==> config.mk <==
export PLATFORM = sky130hd
export DESIGN_NAME = datapath_seq_ctrl
export DESIGN_NICKNAME = d
export VERILOG_FILES = /design/src/rtl/datapath_seq_ctrl_pkg.sv /design/src/rtl/datapath_seq_ctrl_inst_decoder.sv /design/src/rtl/datapath_seq_ctrl.sv
export SDC_FILE = /design/constraint.sdc
export NUM_CORES = 1
export LEC_CHECK = 0
export ABC_AREA = 1
export BUFFER_PORTS_ARGS = -buffer_cell sky130_fd_sc_hd__buf_2
export CAP_MARGIN = 20
export CORE_MARGIN = 2
export CORE_UTILIZATION = 49
export CTS_CLUSTER_DIAMETER = 60
export DETAILED_ROUTE_END_ITERATION = 8
export GPL_ROUTABILITY_DRIVEN = 0
export MAX_ROUTING_LAYER = met4
export PLACE_DENSITY_LB_ADDON = 0.15
export SLEW_MARGIN = 10
export SYNTH_ARGS = -nofsm -noshare
export SYNTH_HDL_FRONTEND = slang
export SYNTH_SLANG_ARGS = --single-unit
==> constraint.sdc <==
create_clock -name clk -period 2.8 [get_ports clk]
set_input_delay 0.14 -clock clk [delete_from_list [all_inputs] [get_ports clk]]
set_output_delay 0.14 -clock clk [all_outputs]
set_load 0.005 [all_outputs]
==> src/rtl/datapath_seq_ctrl_pkg.sv <==
// Shared definitions for the datapath sequencing controller.
//   - FSM state encoding
//   - opcode / op-field constants for the supported instruction set
//   - shifter codes
//   - instruction field bit positions
package datapath_seq_ctrl_pkg;

    typedef enum logic [2:0] {
        ST_WAIT    = 3'd0,
        ST_DECODE  = 3'd1,
        ST_WR_IMM  = 3'd2,
        ST_GET_A   = 3'd3,
        ST_GET_B   = 3'd4,
        ST_EXEC    = 3'd5,
        ST_WR_REG  = 3'd6
    } state_e;

    // Major opcodes (IR[15:13])
    localparam logic [2:0] OP_MOV = 3'b110;
    localparam logic [2:0] OP_ALU = 3'b101;

    // MOV sub-ops (IR[12:11])
    localparam logic [1:0] MOV_REG = 2'b00;
    localparam logic [1:0] MOV_IMM = 2'b10;

    // ALU sub-ops (IR[12:11]); these double as the datapath ALUop codes
    localparam logic [1:0] ALU_ADD = 2'b00;
    localparam logic [1:0] ALU_CMP = 2'b01;
    localparam logic [1:0] ALU_AND = 2'b10;
    localparam logic [1:0] ALU_MVN = 2'b11;

    // Shifter codes
    localparam logic [1:0] SH_NONE = 2'b00;
    localparam logic [1:0] SH_LSL1 = 2'b01;
    localparam logic [1:0] SH_LSR1 = 2'b10;
    localparam logic [1:0] SH_ASR1 = 2'b11;

    // Field low-bit positions
    localparam int OPC_LO  = 13;
    localparam int OP_LO   = 11;
    localparam int RN_LO   = 8;
    localparam int RD_LO   = 5;
    localparam int SH_LO   = 3;
    localparam int RM_LO   = 0;
    localparam int IMM_W   = 8;

endpackage

==> src/rtl/datapath_seq_ctrl_inst_decoder.sv <==
// Combinational instruction decoder.
//   ir_i        : instruction register contents
//   rn_o/rd_o/rm_o : register-number fields
//   sh_o, op_o  : shift code and sub-op field
//   sximm8_o    : sign-extended imm8
//   is_*_o      : instruction class flags (is_alu covers ADD/CMP/AND/MVN)
module datapath_seq_ctrl_inst_decoder
    import datapath_seq_ctrl_pkg::*;
#(
    parameter int DW = 16,
    parameter int RW = 3
) (
    input  logic [DW-1:0] ir_i,
    output logic [RW-1:0] rn_o,
    output logic [RW-1:0] rd_o,
    output logic [RW-1:0] rm_o,
    output logic [1:0]    sh_o,
    output logic [1:0]    op_o,
    output logic [DW-1:0] sximm8_o,
    output logic          is_movi_o,
    output logic          is_movr_o,
    output logic          is_alu_o,
    output logic          is_cmp_o,
    output logic          is_illegal_o
);

    logic [2:0] opcode;

    assign opcode = ir_i[OPC_LO +: 3];
    assign op_o   = ir_i[OP_LO +: 2];
    assign rn_o   = ir_i[RN_LO +: RW];
    assign rd_o   = ir_i[RD_LO +: RW];
    assign sh_o   = ir_i[SH_LO +: 2];
    assign rm_o   = ir_i[RM_LO +: RW];

    // Sign extension of the low byte
    assign sximm8_o[IMM_W-1:0] = ir_i[IMM_W-1:0];
    genvar gi;
    generate
        for (gi = IMM_W; gi < DW; gi++) begin : g_sx
            assign sximm8_o[gi] = ir_i[IMM_W-1];
        end
    endgenerate

    assign is_movi_o    = (opcode == OP_MOV) && (op_o == MOV_IMM);
    assign is_movr_o    = (opcode == OP_MOV) && (op_o == MOV_REG);
    assign is_alu_o     = (opcode == OP_ALU);
    assign is_cmp_o     = is_alu_o && (op_o == ALU_CMP);
    assign is_illegal_o = !(is_movi_o || is_movr_o || is_alu_o);

endmodule

==> src/rtl/datapath_seq_ctrl.sv <==
// Moore FSM sequencing one instruction per start handshake onto the datapath.
//   clk, reset     : clock, synchronous active-high reset
//   s, in          : start request and instruction (captured in WAIT)
//   w              : ready (high only in WAIT)
//   done           : one-cycle pulse in the first WAIT cycle after a legal instruction
//   illegal        : sticky flag for undecodable instructions, cleared on accept
//   readnum..ALUop : datapath control inputs
//   datapath_in    : sign-extended imm8 of IR
module datapath_seq_ctrl
    import datapath_seq_ctrl_pkg::*;
#(
    parameter int DW = 16,
    parameter int RW = 3
) (
    input  logic          clk,
    input  logic          reset,
    input  logic          s,
    input  logic [DW-1:0] in,
    output logic          w,
    output logic          done,
    output logic          illegal,
    output logic [RW-1:0] readnum,
    output logic [RW-1:0] writenum,
    output logic          write,
    output logic          vsel,
    output logic          loada,
    output logic          loadb,
    output logic          asel,
    output logic          bsel,
    output logic          loadc,
    output logic          loads,
    output logic [1:0]    shift,
    output logic [1:0]    ALUop,
    output logic [DW-1:0] datapath_in
);

    state_e        state_q, state_d;
    logic [DW-1:0] ir_q;
    logic          done_q, done_d;
    logic          illegal_q;

    logic [RW-1:0] rn, rd, rm;
    logic [1:0]    sh, op;
    logic          is_movi, is_movr, is_alu, is_cmp, is_illegal;

    datapath_seq_ctrl_inst_decoder #(
        .DW (DW),
        .RW (RW)
    ) u_dec (
        .ir_i         (ir_q),
        .rn_o         (rn),
        .rd_o         (rd),
        .rm_o         (rm),
        .sh_o         (sh),
        .op_o         (op),
        .sximm8_o     (datapath_in),
        .is_movi_o    (is_movi),
        .is_movr_o    (is_movr),
        .is_alu_o     (is_alu),
        .is_cmp_o     (is_cmp),
        .is_illegal_o (is_illegal)
    );

    // State register
    always_ff @(posedge clk) begin
        if (reset) state_q <= ST_WAIT;
        else       state_q <= state_d;
    end

    // Next-state logic
    always_comb begin
        state_d = state_q;
        case (state_q)
            ST_WAIT:   if (s) state_d = ST_DECODE;
            ST_DECODE: begin
                if (is_movi)                        state_d = ST_WR_IMM;
                else if (is_movr)                   state_d = ST_GET_B;
                else if (is_alu && op == ALU_MVN)   state_d = ST_GET_B;
                else if (is_alu)                    state_d = ST_GET_A;
                else                                state_d = ST_WAIT;
            end
            ST_WR_IMM: state_d = ST_WAIT;
            ST_GET_A:  state_d = ST_GET_B;
            ST_GET_B:  state_d = ST_EXEC;
            ST_EXEC:   state_d = is_cmp ? ST_WAIT : ST_WR_REG;
            ST_WR_REG: state_d = ST_WAIT;
            default:   state_d = ST_WAIT;
        endcase
    end

    // done fires on the edge that returns a legal instruction to WAIT
    assign done_d = (state_q == ST_WR_IMM) || (state_q == ST_WR_REG) ||
                    ((state_q == ST_EXEC) && is_cmp);

    always_ff @(posedge clk) begin
        if (reset) begin
            ir_q      <= '0;
            done_q    <= 1'b0;
            illegal_q <= 1'b0;
        end else begin
            done_q <= done_d;
            if (state_q == ST_WAIT && s) begin
                ir_q      <= in;
                illegal_q <= 1'b0;
            end else if (state_q == ST_DECODE && is_illegal) begin
                illegal_q <= 1'b1;
            end
        end
    end

    assign done    = done_q;
    assign illegal = illegal_q;

    // Output logic
    always_comb begin
        w        = 1'b0;
        readnum  = '0;
        writenum = '0;
        write    = 1'b0;
        vsel     = 1'b0;
        loada    = 1'b0;
        loadb    = 1'b0;
        asel     = 1'b0;
        bsel     = 1'b0;
        loadc    = 1'b0;
        loads    = 1'b0;
        shift    = SH_NONE;
        ALUop    = ALU_ADD;
        case (state_q)
            ST_WAIT:   w = 1'b1;
            ST_WR_IMM: begin
                writenum = rn;
                vsel     = 1'b1;
                write    = 1'b1;
            end
            ST_GET_A: begin
                readnum = rn;
                loada   = 1'b1;
            end
            ST_GET_B: begin
                readnum = rm;
                loadb   = 1'b1;
            end
            ST_EXEC: begin
                shift = sh;
                // MOV reg passes the shifted B operand through 0 + B
                asel  = is_movr;
                ALUop = is_movr ? ALU_ADD : op;
                loadc = !is_cmp;
                loads = is_cmp;
            end
            ST_WR_REG: begin
                writenum = rd;
                write    = 1'b1;
            end
            default: ;
        endcase
        // A reset edge must never commit architectural state, even mid-instruction
        if (reset) begin
            write = 1'b0;
            loada = 1'b0;
            loadb = 1'b0;
            loadc = 1'b0;
            loads = 1'b0;
        end
    end

endmodule

# Word-level counts from Yosys, hierarchy flattened

Index checks and enable logic that the tools add are counted.
Widths: inputs -> output; s select.

Reductions and logical operators: 17
Eq/ne operators: 12
Mux-type cells: 25

Operators by type and width:

| cell               | count |
|---|---|
| $eq 3x3->1 const B | 5 |
| $mux 3             | 5 |
| $pmux 3 s5         | 1 |
| $mux 1             | 13 |
| $pmux 3 s2         | 2 |
| $mux 2             | 4 |
| $logic_and 1x1->1  | 7 |
| $eq 3x2->1 const B | 2 |
| $eq 2x2->1 const B | 2 |
| $logic_or 1x1->1   | 4 |
| $reduce_or 2->1    | 2 |
| $eq 3x1->1 const B | 1 |
| $logic_not 3->1    | 1 |
| $eq 2x1->1 const B | 1 |
| $logic_not 1->1    | 2 |
| $logic_not 2->1    | 1 |
| $ne 2x2->1 const B | 1 |

Flip-flop bits (word level): 21
Output and inout bits: 37
Word-level logic and storage cells: 58

# Depth between registers and ports, before layout

Word-level depth: 6
Mapped depth: 7
Gate-level depth less buffers: 6

# Cells and area by module

Synthesis repeated with hierarchy kept, for this count alone.

Cell total of the unflattened synthesis: 195
Area, all modules: 1470.2 µm²

Modules (own cells, without submodules):

| module                         | sequential area each (µm²) | cells an instance | area each (µm²) | instances |
|---|---|---|---|---|
| datapath_seq_ctrl              | 420.4                      | 150               | 1182.4          | 1 |
| datapath_seq_ctrl_inst_decoder | 0.0                        | 45                | 287.8           | 1 |

# Worst setup path before layout

Ideal clock, no wire load.

Path type: reg-to-reg
Start: register state_q[1]
End: register ir_q[7]
Stages on the path, launching flop included: 8
Arrival time: 0.967 ns
Slack: 1.700 ns
Clock period less this slack: 1.100 ns
Required time: 2.668 ns
Setup time: 0.132 ns
Cells stage by stage: dfxtp_1 > inv_2 > nand2_4 > nor2_8 > nand2_4 > buf_6 > nand2_1 > a21oi_1

Word-level cells in the longest chain between the ends: 2

Ends and longest elaborated chain:

| element                | line                     | text |
|---|---|---|
| from (decl)            | datapath_seq_ctrl.sv:37  | `state_e state_q, state_d;` |
| from (signal assigned) | datapath_seq_ctrl.sv:67  | `else state_q <= state_d;` |
| $logic_not 3->1        | datapath_seq_ctrl.sv:102 | `if (state_q == ST_WAIT && s) begin` |
| $logic_and 1x1->1      | datapath_seq_ctrl.sv:102 |  |
| to (signal assigned)   | datapath_seq_ctrl.sv:103 | `ir_q <= in;` |
| to (decl)              | datapath_seq_ctrl.sv:38  | `logic [DW-1:0] ir_q;` |

No other way between the ends.
A chain may end at the register's enable or synchronous reset.

# Worst setup path in the final report

Start: register state_q[2]
End: output port loadc

Word-level cells in the longest chain between the ends: 3

Ends and longest elaborated chain:

| element    | line                     | text |
|---|---|---|
| $eq 3x3->1 | datapath_seq_ctrl.sv:129 | `case (state_q)` |
| $mux 1     | datapath_seq_ctrl.sv:129 |  |
| $mux 1     | datapath_seq_ctrl.sv:159 | `if (reset) begin` |
| to (decl)  | datapath_seq_ctrl.sv:30  | `output logic loadc,` |

No other way between the ends.

==> metrics.txt <==
HP Class primary input to flop; die height 53.4 um; Core Area 2250 um^2; CTS tree done; maxcap violations 0; H-tree levels 1; status complete, no violations; initial antenna violation count 0; drt pass-1 iters 4; pre-CTS WS 1.51 ns; Synth Register Bits 21; setup bufs post-CTS 0; number of buffers created by CTS 3; via count 1156; Max Slew Vio Count 0; Crit. path cell count 5; Starting Density 0.531; Final Hold Viols 0; Clk pin slew, worst setup/hold paths 0.12 ns; first-pass GRT wire length 4350 um; Post-Syn Area per Cell 6.96 um^2; Antenna Nets Post-Route 0; Yosys warnings 0; Die ar. approximately 2900 um^2; cells after synthesis 172; FMAX 611 MHz; CTS max path bufs 2; Final Cycle Share 0.585; crit-path cells nand3_2, inv_1, nand2_1, nor2_1, buf_2; Unique masters post-synth 18; minimum clock period about 1.6 ns; Skew-Pair Late Insertion Delay a little over 0.3 ns; pwr dens 431 nW/um^2; Mapped Area 1200 um^2; DR iter-0 viols 22; Reg2Reg Depth 6; CTS root buffer clkbuf_4; Overflow after GRT 0; routed vias/inst about 4.9; Max stage delay on crit path between 0.5 and 0.6 ns; row cnt 17; CP endpoint kind output pin; Arrival @ worst endpoint around 1.5 ns; Hold Crit Depth 3; Wirelength per Cell 11.5 um; CP required 2.66 ns; met1 usage 0.256; vias in the first global route 1008; Tot GR Track Use 0.211; final worst slack ~1.2 ns; Layout Utilization 0.598; Sink Count 21; Top Usage Layer GRT met2; Post-Syn Nets 191; multi-input logic area between 500 and 600 um^2; worst-path cell with the longest stage delay dfxtp_1; I/O Buffers 54; Startpoint Class flop; met2 Usage GRT 0.356; Global Route met3 Usage 0.0339; Detail Placement HPWL 1960 um; Post-CTS Hold Fix Bufs 0; path type of the worst setup path flop to output pin; peak supply drop 0.221 mV; I/O pin cnt 56; area taken by flip-flops and latches 420 um^2; Chip Width ~53 um; final setup vio count 0; Area Growth Syn to Fin 12.6%; DR DRC count 0; leakage 0.678 nW; CP Max Fanout 8; wirelength, routed 2700 um; setup tns final 0 ns; post-cts resize count 0; pin count of the biggest net entering global routing 25; Ant. Diodes 0; final net count 226; clk_skew 0.00870 ns; sequential cell area fraction in the yosys report 0.351; largest delay contributor family on the critical path flip-flops; RSZ-0062 raised after global routing false; fillcell total 250; Bufs and invs on worst path 2; share of cells above drive strength 1 0.311
[synthesized netlist by cell type]
cell type | number | area, um^2
o22ai_1 | 7 | 43.8
buf_6 | 3 | 33.8
dfxtp_1 | 21 | 420
inv_2 | 2 | 7.51
nor2_1 | 14 | 52.6
conb_1 | 1 | 3.75
buf_4 | 18 | 135
nand2_1 | 33 | 124
nor2_8 | 1 | 20.0
or2_1 | 1 | 6.26
nor3_2 | 1 | 10.0
nand2_4 | 2 | 22.5
clkbuf_1 | 3 | 11.3
nand3_1 | 21 | 105
nor3_1 | 2 | 10.0
nand3_2 | 1 | 10.0
a21oi_1 | 22 | 110
inv_1 | 19 | 71.3
[report_power, final]
| part | internal, W | switching [W] | leakage (nW) |
|---|---|---|---|
| logic | 0.0000413 | 0.0000597 | 0.491 |
| clock network | 0.0000556 | 0.0000931 | 0.0150 |
| registers | 0.000317 | 0.0000153 | 0.172 |
[worst register-to-register path: stages (launching register included)]
cell	delay, ns
dfxtp_1	0.38
inv_2	0.13
nand2_4	0.08
nor2_8	0.24
nand2_4	0.20
nand2_1	0.10
a21oi_1	0.06
[stage by stage]
stage | cells | hold slack (ns) | instance area [um^2] | total power, W
floorplan | 172 | 0.209 | 1200 | 0.000424
global placement | 230 | 0.411 | 1320 | 0.000437
detailed placement | 230 | 0.418 | 1320 | 0.000440
CTS | 234 | 0.0758 | 1350 | 0.000592
global route | 234 | 0.0797 | 1350 | 0.000618
finish | 234 | 0.0871 | 1350 | 0.000582
[per-layer routing]
layer / up-vias / part of all wire
met2: 44 / 0.48
li1: 603 / -
met4: 0 / 0.013
met5: - / 0
met1: 504 / 0.45
met3: 5 / 0.061
[cell type report]
cell class	count	area share
clock buffer	4	0.0195
inverter	21	0.0584
multi-input combinational	106	0.384
sequential	21	0.312
tap	28	0.0260
timing repair buffer	54	0.200
[path summary, 6_finish.rpt]
kind,startpoint,to,slack (ns)
max,state_q[2],loadc,1.16
min,in[14],ir_q[14],0.09
max reg2reg,state_q[1],ir_q[8],1.48
min reg2reg,illegal,illegal,0.45
[layout by cell type, fill, tap and decap left out]
master    count
conb_1        1
clkbuf_4      3
clkbuf_1      1
nand3_2       1
nor3_1        2
a21oi_1      22
inv_2         2
nor3_2        1
nor2_8        1
nand3_1      21
nand2_1      33
nor2_1       14
inv_1        19
or2_1         1
buf_2        54
dfxtp_1      21
nand2_4       2
o22ai_1       7
[registers in the layout, indices dropped and copies added (netlist names)]
name     cells
illegal      1
ir_q        16
done         1
state_q      3
[cell families after synthesis]
| group | share of synthesized area |
|---|---|
| flip-flops | 0.351 |
| AO/OA/AOI/OAI | 0.129 |
| other | 0.00313 |
| buffers and inverters | 0.216 |
| AND/OR/NAND/NOR | 0.301 |
(Power assumes the default switching activity.)
